## config.mk

```make
export PLATFORM = sky130hd
export DESIGN_NAME = vga_controle
export DESIGN_NICKNAME = d
export VERILOG_FILES = /design/src/rtl/vga_controle.sv
export SDC_FILE = /design/constraint.sdc
export NUM_CORES = 1
export LEC_CHECK = 0
export BUFFER_PORTS_ARGS = -buffer_cell sky130_fd_sc_hd__buf_2
export CORE_ASPECT_RATIO = 1.25
export CORE_MARGIN = 8
export CORE_UTILIZATION = 51
export CTS_BUF_LIST = sky130_fd_sc_hd__clkbuf_8 sky130_fd_sc_hd__clkbuf_16
export DETAILED_ROUTE_END_ITERATION = 16
export PLACE_DENSITY = 0.8
export SLEW_MARGIN = 5
export SYNTH_ARGS = -nofsm -noshare
export SYNTH_HDL_FRONTEND = slang
export SYNTH_SLANG_ARGS = --single-unit
export TNS_END_PERCENT = 5
```

## constraint.sdc

```tcl
create_clock -name CLOCK_50 -period 2.2 [get_ports CLOCK_50]
set_input_delay 0.22 -clock CLOCK_50 [delete_from_list [all_inputs] [get_ports CLOCK_50]]
set_output_delay 0.22 -clock CLOCK_50 [all_outputs]
set_load 0.005 [all_outputs]
```

## src/rtl/vga_controle.sv

```systemverilog
// vga_controle: 640x480@60 Hz VGA raster generator for a DAC clocked at
// half of CLOCK_50. Publishes the raster coordinate to the renderer, samples
// the renderer's registered colour one pixel later and drives sync, blank and
// colour pixel-aligned. Also emits a one-cycle frame tick at each frame start.
module vga_controle #(
    parameter int H_SYNC    = 96,
    parameter int H_BACK    = 48,
    parameter int H_VISIBLE = 640,
    parameter int H_FRONT   = 16,
    parameter int V_SYNC    = 2,
    parameter int V_BACK    = 33,
    parameter int V_VISIBLE = 480,
    parameter int V_FRONT   = 10
) (
    input  logic       CLOCK_50,
    input  logic       reset,
    output logic [9:0] VGA_X,
    output logic [9:0] VGA_Y,
    input  logic [7:0] cor_r,
    input  logic [7:0] cor_g,
    input  logic [7:0] cor_b,
    output logic [7:0] VGA_R,
    output logic [7:0] VGA_G,
    output logic [7:0] VGA_B,
    output logic       VGA_HS,
    output logic       VGA_VS,
    output logic       VGA_BLANK_N,
    output logic       VGA_SYNC_N,
    output logic       VGA_CLK,
    output logic       frame_tick
);

    // Derived raster geometry, all expressed in the 10-bit counter domain.
    localparam int H_TOTAL = H_SYNC + H_BACK + H_VISIBLE + H_FRONT;
    localparam int V_TOTAL = V_SYNC + V_BACK + V_VISIBLE + V_FRONT;

    localparam logic [9:0] H_LAST      = 10'(H_TOTAL - 1);
    localparam logic [9:0] V_LAST      = 10'(V_TOTAL - 1);
    localparam logic [9:0] H_SYNC_END  = 10'(H_SYNC);
    localparam logic [9:0] V_SYNC_END  = 10'(V_SYNC);
    localparam logic [9:0] H_VIS_START = 10'(H_SYNC + H_BACK);
    localparam logic [9:0] H_VIS_END   = 10'(H_SYNC + H_BACK + H_VISIBLE);
    localparam logic [9:0] V_VIS_START = 10'(V_SYNC + V_BACK);
    localparam logic [9:0] V_VIS_END   = 10'(V_SYNC + V_BACK + V_VISIBLE);

    // Pixel-clock phase: the DAC clock is this register, and the pixel
    // enable is its value before the edge, so every output update lands one
    // CLOCK_50 cycle ahead of the DAC's rising edge.
    logic       phase;
    logic       pix_en;

    // Raster counters and their next values.
    logic [9:0] h;
    logic [9:0] v;
    logic [9:0] h_next;
    logic [9:0] v_next;
    logic       h_wrap;
    logic       v_wrap;
    logic       frame_wrap;

    // Output-stage inputs decoded from the counters in force before the edge.
    logic       hs_d;
    logic       vs_d;
    logic       vis_d;
    logic       h_vis;
    logic       v_vis;
    logic [7:0] r_d;
    logic [7:0] g_d;
    logic [7:0] b_d;

    assign pix_en = phase;

    // Toggle the pixel-clock phase on every CLOCK_50 edge.
    always_ff @(posedge CLOCK_50 or posedge reset) begin
        if (reset) begin
            phase <= 1'b0;
        end else begin
            phase <= ~phase;
        end
    end

    // Counter wrap detection and next values; the >= tests keep the counters
    // inside their ranges even if a corrupted value ever appeared.
    always_comb begin
        h_wrap     = (h >= H_LAST);
        v_wrap     = (v >= V_LAST);
        frame_wrap = h_wrap && v_wrap;

        if (h_wrap) begin
            h_next = 10'd0;
        end else begin
            h_next = h + 10'd1;
        end

        if (!h_wrap) begin
            v_next = v;
        end else if (v_wrap) begin
            v_next = 10'd0;
        end else begin
            v_next = v + 10'd1;
        end
    end

    // Advance the raster counters once per pixel.
    always_ff @(posedge CLOCK_50 or posedge reset) begin
        if (reset) begin
            h <= 10'd0;
            v <= 10'd0;
        end else if (pix_en) begin
            h <= h_next;
            v <= v_next;
        end else begin
            h <= h;
            v <= v;
        end
    end

    // Decode sync and visibility for the current coordinate and gate colour
    // to black outside the visible window.
    always_comb begin
        hs_d  = (h >= H_SYNC_END);
        vs_d  = (v >= V_SYNC_END);
        h_vis = (h >= H_VIS_START) && (h < H_VIS_END);
        v_vis = (v >= V_VIS_START) && (v < V_VIS_END);
        vis_d = h_vis && v_vis;

        if (vis_d) begin
            r_d = cor_r;
            g_d = cor_g;
            b_d = cor_b;
        end else begin
            r_d = 8'd0;
            g_d = 8'd0;
            b_d = 8'd0;
        end
    end

    // Register sync, blank and colour together so they stay pixel-aligned;
    // the renderer's colour for the previous coordinate arrives here.
    always_ff @(posedge CLOCK_50 or posedge reset) begin
        if (reset) begin
            VGA_HS      <= 1'b1;
            VGA_VS      <= 1'b1;
            VGA_BLANK_N <= 1'b0;
            VGA_R       <= 8'd0;
            VGA_G       <= 8'd0;
            VGA_B       <= 8'd0;
        end else if (pix_en) begin
            VGA_HS      <= hs_d;
            VGA_VS      <= vs_d;
            VGA_BLANK_N <= vis_d;
            VGA_R       <= r_d;
            VGA_G       <= g_d;
            VGA_B       <= b_d;
        end else begin
            VGA_HS      <= VGA_HS;
            VGA_VS      <= VGA_VS;
            VGA_BLANK_N <= VGA_BLANK_N;
            VGA_R       <= VGA_R;
            VGA_G       <= VGA_G;
            VGA_B       <= VGA_B;
        end
    end

    // Pulse the frame tick for the single CLOCK_50 cycle after both counters
    // wrap; the following edge is never a pixel enable, so it clears itself.
    always_ff @(posedge CLOCK_50 or posedge reset) begin
        if (reset) begin
            frame_tick <= 1'b0;
        end else begin
            frame_tick <= pix_en && frame_wrap;
        end
    end

    assign VGA_X      = h;
    assign VGA_Y      = v;
    assign VGA_CLK    = phase;
    assign VGA_SYNC_N = 1'b0;

endmodule

```

# Word level (Yosys, flattened, before mapping)
# Index checks and enable logic that the tools add are counted.
# op_classes
n_mux	5
order_cmp	8
reduce_logical	6
addsub	2
n_bitwise	1
# ops
op	count
8-bit 2-to-1 mux	3
10-bit by 1-bit adder with 10-bit output, second input constant	2
10-bit >= comparator, second input constant	2
10-bit < comparator, second input constant	2
10-bit 2-to-1 mux	2
10-bit by 2-bit >= comparator with 1-bit output, second input constant	1
10-bit by 6-bit >= comparator with 1-bit output, second input constant	1
10-bit by 7-bit >= comparator with 1-bit output, second input constant	1
10-bit by 8-bit >= comparator with 1-bit output, second input constant	1
1-bit logical AND	5
2-bit AND reduction	1
1-bit inverter	1
# totals
in_bits	26
output_inout_bits	50
elab_cells	32
reg_bits	49

# Depth between registers and ports, before layout
# logic_depth
ltp_word	4
depth_mapped	6
depth_no_buf	5

# Least setup slack after synthesis
# No wires, ideal clock.
# synth_path
path_type	register -> register
start	reg v[0] (netlist: VGA_Y[0])
end	reg VGA_BLANK_N
setup_ns	0.124
t_required_ns	2.076
period_less_slack_ns	1.633
arrival_time_ns	1.509
n_path_buf	1
path_slack_ns	0.567
path_stages_with_launch	7
cell_sequence	dfrtp_1 ha_1 nor4_2 o22ai_2 o2111ai_4 buf_6 o21ai_1
# synth_via
elab_chain_cells	3
word_cells_on_any_way	4
cone_classes	2 x order compare; 2 x reduce/logical
# synth_lines
element	line_no	text
start, declared	54	logic [9:0] v;
start signal, assigned	111	v <= v_next;
start signal, assigned	114	v <= v;
10-bit by 6-bit >= comparator with 1-bit output or 10-bit < comparator (tied branches)	124	v_vis = (v >= V_VIS_START) && (v < V_VIS_END);
1-bit logical AND *	124	
1-bit logical AND *	125	vis_d = h_vis && v_vis;
end signal, assigned	151	VGA_BLANK_N <= vis_d;
end, declared	27	output logic VGA_BLANK_N,
# Mark *: on every way between the ends. The rest lies on a longest branch, timed or not.
# A chain may end at the register's enable or synchronous reset.

# Worst setup path in the final report
# layout_path
start	reg v[6] (netlist: VGA_Y[6])
end	reg VGA_B[7]
# layout_via
elab_chain_cells	4
word_cells_on_any_way	5
cone_classes	2 x order compare; 1 x mux; 2 x reduce/logical
# layout_lines
element	line_no	text
10-bit by 6-bit >= comparator with 1-bit output or 10-bit < comparator (tied branches)	124	
1-bit logical AND *	124	
1-bit logical AND *	125	
8-bit 2-to-1 mux *	127	if (vis_d) begin
end signal, assigned	147	VGA_B <= 8'd0;
end signal, assigned	154	VGA_B <= b_d;
end signal, assigned	161	VGA_B <= VGA_B;
end, declared	24	output logic [7:0] VGA_B,
# Marked as above.

==> run summary <==
outcome = finished with violations
failing checks = hold timing
total track usage = 15.1%
Worst path slowest cell = nor4_1
crit path DAT = 1.99 ns
TritonRoute pass-1 iters = 4
vias per cell = 5.20
H-tree levels = 2
final hold vios = 25
Site Rows = 28
DP HPWL = 3980 um
Routed Antenna Nets = 0
Static Leak = 1.62 nW
CP endpoint kind = register
max incr delay on CP = 0.48 ns
Netlist Area Pre-Place = 2410 um2
CP required = 2.43 ns
clock skew = 0.00429 ns
cts hold-fix bufs = 0
Clk pin slew, worst setup/hold paths = 0.09 ns
unrepaired setup endpoints after global routing = no
IO Pins = 76
warnings from Yosys = 0
Total Nets Final = 326
layout cells sized above 1 = 39.1%
Syn Nets = 247
most frequent cells in the layout = buf_2 (74), dfrtp_1 (47), inv_1 (34), o2bb2ai_2 (19), nor2_1 (16)
wirelength, routed = 5350 um
Resized Gates After CTS = 0
Hold Slack = -0.0142 ns
TritonCTS Buffers = 5
top_reg_cell synth = dfrtp_1
Crit Path Max Fanout = 25
vias in the first global route = 1992
largest net degree at the start of global routing = 32
final core utilization = 63.9%
Vias = 1856
ant diodes = 0
post-layout min period = 1.76 ns
core box area = 4660 um2
Root Buffer = clkbuf_8
Clock Latency Late Sink = 0.30 ns
GPL Wtd Cong = 0.923
syn avg cell area = 11.1 um2
sequential element share of the synthesized area = 51.0%
critical path cell sequence = nor4_1 > and3_1 > o2111ai_4 > buf_12 > o2bb2ai_1
Starting DRT DRC Count = 124
post-CTS setup buffers = 0
number of flops mapped to enable cells by yosys = 0
Final Setup Violations = 0
achievable frequency = 569 MHz
DRC violations left = 0
Max Buffers Root-to-Sink = 2
max_slew headroom = 58.2%
R2R Setup Slk = 0.44 ns
TNS Setup = 0 ns
CTS tree = done
Setup WS pre-CTS = 0.456 ns
Port Buffers = 74
placed inst area = 2860 um2
clk sinks = 49
initial antenna violation count = 0
WS Path Type = reg2reg
Buf/Inv on CP = 1
PwrDens = 535 nW/um2
final instance area = 2980 um2
Startpoint Class = register
Final Max Slew Viols = 0
total gr overflow = 0
first-pass GRT wire length = 8950 um
Fillers = 408
total of max-cap violations = 0
CP top delay family = simple AND/OR/NAND/NOR gates
Layout area overhead = 23.4%
Die ar. = 7200 um2
FF+latch count, synth = 49
Worst-Margin Slew = 0.626 ns
Initial Util = 51.7%
wire length per cell = 15.0 um
Die Height = 92.9 um
asr flop ratio synth = 100%
worst min path class = in2async
most common cell after layout, fill and taps aside = buf_2
Mapped Cells = 217
Horiz. Die Dim = 77.5 um
synth unique cells = 41
fin crit share = 79.9%
Worst Setup Slack, final = 0.443 ns
Worst IR Drop VDD = 0.414 mV
==> routing by layer <==
| metal | part of all wire (%) | wire length, um | global-route usage, % |
|---|---|---|---|
| met5 | 0 | 0 | 0 |
| met2 | 51 | 2740 | 26.0 |
| met4 | 1.8 | 99 | 6.47 |
| met3 | 6.1 | 327 | 4.46 |
| met1 | 41 | 2190 | 16.9 |
==> cell usage after synthesis (2+ instances only) <==
cell type / instances / share of area (%)
and2_1: 3 / 0.78
buf_6: 2 / 0.93
a21oi_1: 3 / 0.62
o2bb2ai_1: 6 / 2.2
o21ai_0: 7 / 1.5
nor3_1: 6 / 1.2
nand3_1: 4 / 0.83
xnor2_1: 5 / 1.8
a41oi_1: 2 / 0.73
a21o_1: 2 / 0.62
dfrtp_1: 47 / 49
nor4_1: 3 / 0.78
buf_4: 2 / 0.62
nand4_1: 4 / 1.0
ha_1: 4 / 2.1
o2bb2ai_2: 19 / 12
clkbuf_1: 2 / 0.31
nor2_1: 16 / 2.5
and3_1: 6 / 1.6
buf_2: 4 / 0.83
inv_1: 34 / 5.3
nand2_1: 6 / 0.93
nor2b_1: 4 / 1.0
a22o_1: 6 / 2.2
xor2_1: 3 / 1.1
dfstp_2: 2 / 2.2
==> power breakdown <==
group	switching [mW]	internal, mW
logic	0.0325	0.0202
registers	0	0.900
clock network	0.304	0.337
total	0.336	1.26
==> final timing paths <==
kind	start	endpoint	depth (start not counted)
worst max register to register	VGA_Y[6]$_DFFE_PP0P_	VGA_B[7]$_DFFE_PP0P_	5
worst min-delay path	reset	VGA_Y[6]$_DFFE_PP0P_	2
worst max-delay path	VGA_Y[6]$_DFFE_PP0P_	VGA_B[7]$_DFFE_PP0P_	5
worst min register to register	VGA_G[1]$_DFFE_PP0P_	VGA_G[1]$_DFFE_PP0P_	1
max in group asynchronous	reset	VGA_B[7]$_DFFE_PP0P_	3
min in group CLOCK_50	cor_r[7]	VGA_R[7]$_DFFE_PP0P_	3
==> kinds of logic (layout without fill, tap and decap cells) <==
family / count (synthesis) / after routing / share of synthesized area, %
simple gates: 58 / 58 / 12.9
compound gates: 52 / 52 / 22.6
flops: 49 / 49 / 51.0
buf+inv: 44 / 124 / 7.99
xor+xnor: 8 / 8 / 2.91
fa+ha+maj: 4 / 4 / 2.08
other cells: 1 / 1 / 0.156
mux: 1 / 1 / 0.415
==> layout make-up <==
class / count / area, um2 / area share, %
multi-input cells: 124 / 990 / 33.3
inverters: 34 / 128 / 4.29
flip-flops and latches: 49 / 1230 / 41.3
repair buffers: 82 / 443 / 14.9
clock buffers: 5 / 68.8 / 2.31
well taps: 60 / 75.1 / 2.52
clock inverters: 3 / 42.5 / 1.43
==> metrics by stage <==
stage / instances / total power [mW] / hold slack [ns]
2_1_floorplan: 217 / 0.945 / 0.342
3_3_place_gp: 349 / 0.971 / 0.337
3_5_place_dp: 349 / 0.973 / 0.342
4_1_cts: 357 / 1.61 / 0.00901
5_1_grt: 357 / 1.65 / 0.0482
6_report: 357 / 1.59 / -0.0142
==> flip-flops by register name, summed over array words and instances, names as in the netlist, 8 cells and up <==
name   flops
VGA_X     10
VGA_B      8
VGA_R      8
VGA_Y     10
VGA_G      8
Power figures use the tool's default switching activity.
